## config.mk

```make
export PLATFORM = sky130hd
export DESIGN_NAME = fir_coeff_loader
export DESIGN_NICKNAME = d
export VERILOG_FILES = /design/src/rtl/fir_pkg.sv /design/src/rtl/fir_coeff_bank.sv /design/src/rtl/fir_coeff_loader.sv
export SDC_FILE = /design/constraint.sdc
export NUM_CORES = 2
export LEC_CHECK = 0
export BUFFER_PORTS_ARGS = -buffer_cell sky130_fd_sc_hd__buf_4
export CORE_UTILIZATION = 45
export CTS_CLUSTER_DIAMETER = 50
export DETAILED_ROUTE_END_ITERATION = 12
export SYNTH_ARGS = -nofsm -noshare
export SYNTH_HDL_FRONTEND = slang
export SYNTH_SLANG_ARGS = --single-unit
```

## constraint.sdc

```tcl
create_clock -name clk -period 38.3 [get_ports clk]
set_clock_uncertainty 0.2 [all_clocks]
set_input_delay 3.83 -clock clk [delete_from_list [all_inputs] [get_ports clk]]
set_output_delay 3.83 -clock clk [all_outputs]
set_load 0.01 [all_outputs]
```

## src/rtl/fir_pkg.sv

```systemverilog
// Shared definitions for the FIR coefficient loader and its coefficient bank.
// Provides the default sizes, the loader state encoding and the coefficient type.
package fir_pkg;

  localparam int unsigned          DEF_COEFF_WIDTH = 16;
  localparam int unsigned          DEF_NUM_TAPS    = 32;
  localparam int unsigned          DEF_DATA_WIDTH  = 16;
  localparam int unsigned          IDX_W           = $clog2(DEF_NUM_TAPS);
  localparam logic [15:0]          DEF_RESET_TAP0  = 16'h7FFF;

  typedef enum logic [0:0] {
    LOAD = 1'b0,
    PEND = 1'b1
  } ldr_state_t;

  typedef logic [DEF_COEFF_WIDTH-1:0] coeff_t;

endpackage : fir_pkg

```

## src/rtl/fir_coeff_bank.sv

```systemverilog
// Shadow and active coefficient register banks.
// Ports:
//   clk, rst    clock, asynchronous active-high reset
//   wr_en       write wr_data into shadow[wr_idx]
//   wr_idx      shadow write index
//   wr_data     coefficient to write
//   swap        copy the whole shadow bank into the active bank
//   coeff_flat  active bank, tap i at [i*COEFF_WIDTH +: COEFF_WIDTH]
module fir_coeff_bank
  import fir_pkg::*;
#(
  parameter int unsigned                  COEFF_WIDTH = DEF_COEFF_WIDTH,
  parameter int unsigned                  NUM_TAPS    = DEF_NUM_TAPS,
  parameter logic [COEFF_WIDTH-1:0]       RESET_TAP0  = COEFF_WIDTH'(DEF_RESET_TAP0),
  parameter int unsigned                  IW          = $clog2(NUM_TAPS)
) (
  input  logic                            clk,
  input  logic                            rst,
  input  logic                            wr_en,
  input  logic [IW-1:0]                   wr_idx,
  input  logic [COEFF_WIDTH-1:0]          wr_data,
  input  logic                            swap,
  output logic [NUM_TAPS*COEFF_WIDTH-1:0] coeff_flat
);

  logic [COEFF_WIDTH-1:0] shadow_q [NUM_TAPS];
  logic [COEFF_WIDTH-1:0] shadow_d [NUM_TAPS];
  logic [COEFF_WIDTH-1:0] active_q [NUM_TAPS];
  logic [COEFF_WIDTH-1:0] active_d [NUM_TAPS];

  // Next-state for both banks; a swap takes the shadow contents as they stood before this edge.
  always_comb begin
    shadow_d = shadow_q;
    active_d = active_q;
    if (wr_en) begin
      shadow_d[wr_idx] = wr_data;
    end
    if (swap) begin
      active_d = shadow_q;
    end
  end

  always_ff @(posedge clk or posedge rst) begin
    if (rst) begin
      for (int i = 0; i < int'(NUM_TAPS); i++) begin
        shadow_q[i] <= '0;
        active_q[i] <= (i == 0) ? RESET_TAP0 : '0;
      end
    end else begin
      shadow_q <= shadow_d;
      active_q <= active_d;
    end
  end

  // Flatten the active bank; pure wiring of register outputs.
  always_comb begin
    coeff_flat = '0;
    for (int i = 0; i < int'(NUM_TAPS); i++) begin
      coeff_flat[i*COEFF_WIDTH +: COEFF_WIDTH] = active_q[i];
    end
  end

endmodule : fir_coeff_bank

```

## src/rtl/fir_coeff_loader.sv

```systemverilog
// FIR coefficient loader: collects a full coefficient set into a shadow bank over a
// valid/ready stream and swaps it into the active bank only on a sample boundary.
// Ports:
//   clk, rst       clock, asynchronous active-high reset
//   cfg_valid/ready/data/last  coefficient stream, tap 0 first, last on final tap
//   cfg_abort      discard any partial or pending set
//   sample_strobe  filter sample boundary; the only point where a swap may happen
//   coeff_flat     active coefficients to the filter
//   coeff_updated  1-cycle pulse the cycle after a swap
//   load_err       1-cycle pulse after a framing error
//   pending        a complete set is waiting for a sample boundary
module fir_coeff_loader
  import fir_pkg::*;
#(
  parameter int unsigned                  COEFF_WIDTH = DEF_COEFF_WIDTH,
  parameter int unsigned                  NUM_TAPS    = DEF_NUM_TAPS,
  parameter logic [COEFF_WIDTH-1:0]       RESET_TAP0  = COEFF_WIDTH'(DEF_RESET_TAP0)
) (
  input  logic                            clk,
  input  logic                            rst,
  input  logic                            cfg_valid,
  output logic                            cfg_ready,
  input  logic [COEFF_WIDTH-1:0]          cfg_data,
  input  logic                            cfg_last,
  input  logic                            cfg_abort,
  input  logic                            sample_strobe,
  output logic [NUM_TAPS*COEFF_WIDTH-1:0] coeff_flat,
  output logic                            coeff_updated,
  output logic                            load_err,
  output logic                            pending
);

  localparam int unsigned IW = $clog2(NUM_TAPS);

  ldr_state_t    state_q, state_d;
  logic [IW-1:0] idx_q, idx_d;
  logic          cfg_ready_q, cfg_ready_d;
  logic          pending_q, pending_d;
  logic          coeff_updated_q, coeff_updated_d;
  logic          load_err_q, load_err_d;
  logic          xfer_c;
  logic          wr_en_c;
  logic          swap_c;
  logic          last_idx_c;

  // Handshake qualifiers; abort suppresses both the shadow write and the swap.
  always_comb begin
    xfer_c     = cfg_valid && cfg_ready_q;
    wr_en_c    = xfer_c && !cfg_abort;
    swap_c     = (state_q == PEND) && sample_strobe && !cfg_abort;
    last_idx_c = (idx_q == IW'(NUM_TAPS - 1));
  end

  // Next-state, index and pulse logic.
  always_comb begin
    state_d         = state_q;
    idx_d           = idx_q;
    load_err_d      = 1'b0;
    coeff_updated_d = 1'b0;

    case (state_q)
      LOAD: begin
        if (xfer_c) begin
          if (last_idx_c && cfg_last) begin
            state_d = PEND;
            idx_d   = '0;
          end else if (last_idx_c || cfg_last) begin
            // Framing error: restart the set, active bank untouched.
            load_err_d = 1'b1;
            idx_d      = '0;
          end else begin
            idx_d = idx_q + IW'(1);
          end
        end
      end
      PEND: begin
        if (sample_strobe) begin
          state_d         = LOAD;
          coeff_updated_d = 1'b1;
        end
      end
      default: begin
        state_d = LOAD;
        idx_d   = '0;
      end
    endcase

    if (cfg_abort) begin
      state_d         = LOAD;
      idx_d           = '0;
      load_err_d      = 1'b0;
      coeff_updated_d = 1'b0;
    end

    // Status outputs are registered copies of the next state.
    cfg_ready_d = (state_d == LOAD);
    pending_d   = (state_d == PEND);
  end

  always_ff @(posedge clk or posedge rst) begin
    if (rst) begin
      state_q         <= LOAD;
      idx_q           <= '0;
      cfg_ready_q     <= 1'b1;
      pending_q       <= 1'b0;
      coeff_updated_q <= 1'b0;
      load_err_q      <= 1'b0;
    end else begin
      state_q         <= state_d;
      idx_q           <= idx_d;
      cfg_ready_q     <= cfg_ready_d;
      pending_q       <= pending_d;
      coeff_updated_q <= coeff_updated_d;
      load_err_q      <= load_err_d;
    end
  end

  assign cfg_ready     = cfg_ready_q;
  assign pending       = pending_q;
  assign coeff_updated = coeff_updated_q;
  assign load_err      = load_err_q;

  fir_coeff_bank #(
    .COEFF_WIDTH (COEFF_WIDTH),
    .NUM_TAPS    (NUM_TAPS),
    .RESET_TAP0  (RESET_TAP0),
    .IW          (IW)
  ) u_bank (
    .clk        (clk),
    .rst        (rst),
    .wr_en      (wr_en_c),
    .wr_idx     (idx_q),
    .wr_data    (cfg_data),
    .swap       (swap_c),
    .coeff_flat (coeff_flat)
  );

endmodule : fir_coeff_loader

```

# After elaboration in Yosys (flattened, before gate mapping)
# Cells that the tools add are included.
[totals]
latch_bits = 0
memories = 0
mem_bits_rw = 0
inputBits = 22
rom_bits = 0
word_cells = 108
regBits = 1033
output_inout_bits = 516
[op_classes]
reduce_logical = 10
n_lt_le_gt_ge = 2
bitwise = 3
n_addsub = 1
div_mod_pow = 0
mux = 21
multipliers = 0
n_shift = 0
eq_ne = 2
[ops]
columns = ["cell", "count"]
rows = [
  ["$bwmux 512", 1],
  ["$demux 16 s5", 1],
  ["$mux 5", 5],
  ["$mux 16", 1],
  ["$mux 1", 12],
  ["$ge 6x6->1 const B", 1],
  ["$logic_and 1x1->1", 6],
  ["$lt 6x1->1 const B", 1],
  ["$not 5->6", 1],
  ["$add 5x1->5 const B", 1],
  ["$eq 5x5->1 const B", 1],
  ["$ne 2x2->1 const B", 1],
  ["$not 1->1", 2],
  ["$pmux 1 s2", 1],
  ["$reduce_and 2->1", 1],
  ["$reduce_bool 2->1", 1],
  ["$logic_not 1->1", 1],
  ["$logic_or 1x1->1", 1],
]

# Logic depth before layout (Yosys ltp)
[depth]
word_depth = 7
ltp_mapped = 8
ltp_nobuf = 8

# By module
# Synthesis repeated with hierarchy kept, for this count alone.
[unflattened]
hier_cells = 2292
hier_area_um2 = 38534.5
[by_module_without_submodules]
columns = ["mod", "area_per_inst_um2", "cells_per_inst", "instances"]
rows = [
  ["fir_coeff_bank", 38051.5, 2244, 1],
  ["fir_coeff_loader", 483.0, 48, 1],
]

# Worst setup path after synthesis
# Ideal clock, no wire load.
[synth_timing]
path_type = "input port to flip-flop"
start = "input port cfg_valid"
end = "register u_bank.shadow_q[432] (netlist name)"
arrival_time_ns = 5.001
slack_ns = 32.975
required_time_ns = 37.975
setup_time_ns = 0.125
cell_stages = 6
n_path_buf = 3
cell_sequence = "buf_4 and4b_1 buf_2 nand2_2 buf_2 mux2_2"
[synth_via]
elab_chain_len = 2
[synth_lines]
columns = ["element", "line", "source"]
rows = [
  ["from (decl)", "fir_coeff_loader.sv:21", "input logic cfg_valid,"],
  ["$logic_and 1x1->1", "fir_coeff_loader.sv:48", "xfer_c = cfg_valid && cfg_ready_q;"],
  ["$logic_and 1x1->1", "fir_coeff_loader.sv:49", "wr_en_c = xfer_c && !cfg_abort;"],
  ["to (signal assigned)", "fir_coeff_bank.sv:50", "shadow_q <= shadow_d;"],
  ["to (decl)", "fir_coeff_bank.sv:26", "logic [COEFF_WIDTH-1:0] shadow_q [NUM_TAPS];"],
]
# Every way passes these cells.
# A chain may end at the register's enable or synchronous reset.

# Worst setup path in the final report
[layout_timing]
start = "input port cfg_abort"
end = "register u_bank.active_q (netlist bit u_bank.coeff_flat[206])"
[layout_via]
elab_chain_len = 2
[layout_lines]
columns = ["element", "line", "source"]
rows = [
  ["from (decl)", "fir_coeff_loader.sv:25", "input logic cfg_abort,"],
  ["$logic_not 1->1", "fir_coeff_loader.sv:50", "swap_c = (state_q == PEND) && sample_strobe && !cfg_abort;"],
  ["$logic_and 1x1->1", "fir_coeff_loader.sv:50", ""],
  ["to (signal, indexed assignment)", "fir_coeff_bank.sv:47", "active_q[i] <= (i == 0) ? RESET_TAP0 : '0;"],
  ["to (signal assigned)", "fir_coeff_bank.sv:51", "active_q <= active_d;"],
  ["to (decl)", "fir_coeff_bank.sv:28", "logic [COEFF_WIDTH-1:0] active_q [NUM_TAPS];"],
]
# Every way passes these cells.

==> flow_metrics.tcl <==
set metrics [dict create \
    drc_errors 0 \
    cellPowerDensity_mw_per_mm2 47.9 \
    post_cts_buffers 0 \
    worstPathMaxFanout 130 \
    netlist_instances 2289 \
    viasPerCell 5.21 \
    cp.arrival_ns 6.67 \
    maxCapViolCount 0 \
    grt_setup_unrepaired "no" \
    post_drt_wl_per_cell_um 24.9 \
    overflow 0 \
    synth_edf_count 0 \
    grt_use_total 0.233 \
    antenna_found_initial 6 \
    min_period_ns 6.35 \
    fp.dieW_um 296 \
    ys_warn_count 0 \
    synth_top_area_frac 0.653 \
    max_clock_freq_mhz 158 \
    fp.dieArea_sq_mm 0.0878 \
    critPathKind "primary input to flip-flop" \
    grt_start_max_net_pins 189 \
    tightest_slew_ns 1.16 \
    area_growth_pct 22.3 \
    globalplace.congestion 0.765 \
    yosys-top-cells-count "dfrtp_1, mux2_2, buf_4" \
    synth-seq-area-share 0.663 \
    cts_made_buffers 117 \
    drive_gt1_frac 0.607 \
    ys.flop_type "dfrtp_1" \
    synthTopCellsByArea "dfrtp_1, mux2_2, mux2_1" \
    synth-async-reset-ratio 1.00 \
    clkLatencyLatePin_ns 0.66 \
    path_clk_slew_ns 0.06 \
    wl_um 101000 \
    max-clock-path-buffers 3 \
    ant_nets 0 \
    slew_headroom 0.225 \
    cts_max_level 3 \
    cts_tree "done" \
    drtPass1Iterations 4 \
    required_ns 38.62 \
    yosysMostFrequentCell "dfrtp_1" \
    setup_viol 0 \
    syn_nets 2318 \
    status "finished clean" \
    worstSetupEndpointType "flip-flop" \
    fp-row-count 107 \
    p_leak_nw 25.2 \
    hold_viol_final 0 \
    p_total_w 0.00228 \
    ys_types 37 \
    num_io_pins 538 \
    first_global_vias 22908 \
    syn-cell-area_sq_mm 0.0390 \
    coreArea_sq_mm 0.0855 \
    finalNetCount 2849 \
    postSynthAreaPerCell_sq_um 17.0 \
    initial_core_util 0.456 \
    hold_buffers 0 \
    maxSlewViolCount 0 \
    first_iter_violations 995 \
    synth_seq_cells 1033 \
    die_y_um 296 \
    fin_crit_sh 0.166 \
    vias 21172 \
    grt_pass1_wl_um 151000 \
    numPortBuffers 537 \
    clock-sinks 1033 \
    dpl.hpwl_um 63900 \
    tns_ns 0 \
    yosys.area.top_type "dfrtp_1" \
    cts-root-buf "clkbuf_16" \
    max-vdd-ir-drop_uv 54.5 \
    cts.repair.resized 0 \
    hold_path_class "flip-flop to flip-flop" \
    start_kind "primary input" \
]
[metrics by stage]
stage | utilization | area (sq um) | worst slack [ns] | hold slack [ns] | std cells
after global routing | 0.557 | 47700 | 31.63 | 0.304 | 4059
after floorplan | - | 39000 | 5.22 | 0.252 | 2289
after global placement | 0.512 | 43800 | 31.35 | 0.262 | 3845
final | 0.558 | 47700 | 31.95 | 0.276 | 4064
after CTS | 0.557 | 47700 | 31.96 | 0.274 | 4059
after detailed placement | 0.512 | 43800 | 31.26 | 0.276 | 3845
[kinds of logic (layout without fill, tap and decap cells)]
kind of cell / count (synthesis) / in the layout / share of synthesized area
compound gates: 6 / 6 / 0.00128
xor+xnor: 1 / 1 / 0.000225
fa+ha+maj: 7 / 7 / 0.00225
buf+inv: 155 / 781 / 0.0235
flops: 1033 / 1033 / 0.663
mux: 1025 / 1025 / 0.296
other cells: 0 / 5 / 0
simple gates: 62 / 62 / 0.0133
[where the power goes]
part / internal, W / switching (W) / total (W)
Sequential: 0.00111 / 0.00000619 / 0.00111
Combinational: 0.0000135 / 0.0000421 / 0.0000556
Clock: 0.000673 / 0.000442 / 0.00112
Total: 0.00179 / 0.000490 / 0.00228
[layer usage]
| layer | share of wire | up-vias | GRT usage | wire length [um] |
|---|---|---|---|---|
| met2 | 0.50 | 486 | 0.389 | 50500 |
| met1 | 0.41 | 11417 | 0.300 | 41800 |
| met5 | 0 | - | 0 | 0 |
| li1 | - | 9135 | - | - |
| met4 | 0.026 | 0 | 0.0712 | 2640 |
| met3 | 0.063 | 134 | 0.0591 | 6390 |
[area by class of cell]
class	count	area (sq um)
Clock buffer	176	3400
Multi-Input combinational cell	1101	12200
Antenna cell	5	12.5
Inverter	8	45.0
Timing Repair Buffer	559	4220
Sequential cell	1033	25900
Fill cell	6891	37900
Clock inverter	38	503
Tap cell	1144	1430
[placed cells by master, fill, tap and decap left out, types with 7 or more instances in the layout]
cell / instances
clkinv_2: 9
dfrtp_1: 1017
mux2_1: 57
clkbuf_1: 35
buf_4: 557
dfstp_2: 16
mux2_2: 968
nand2_2: 16
clkinvlp_4: 7
bufinv_16: 9
clkbuf_8: 23
nor2_2: 16
ha_1: 7
clkbuf_16: 118
[worst max-delay path: stages]
cell and delay, ns:
buf_4 0.17, or2_4 0.42, inv_8 0.72, buf_4 0.89, mux2_2 0.43
[final timing paths]
kind                       depth (start not counted)  slack [ns]                      to                 start
setup reg to reg                                   5       34.72  u_bank.coeff_flat[206]               pending
hold reg to reg                                    1        0.28  u_bank.coeff_flat[310]  u_bank.shadow_q[198]
setup / recovery                                   5       31.95  u_bank.coeff_flat[206]             cfg_abort
hold / removal                                     1        0.28  u_bank.coeff_flat[310]  u_bank.shadow_q[198]
min in group asynchronous                          2        3.17  u_bank.coeff_flat[425]                   rst
max in group asynchronous                          4       32.10    u_bank.shadow_q[177]                   rst
[state kept, by name (all words and copies together) (netlist names)]
signal and cells:
u_bank.shadow_q 512, pending 1, idx_q 5, coeff_updated 1
u_bank.coeff_flat 512, load_err 1, cfg_ready 1
No activity file was read; power rests on OpenSTA's default activity.
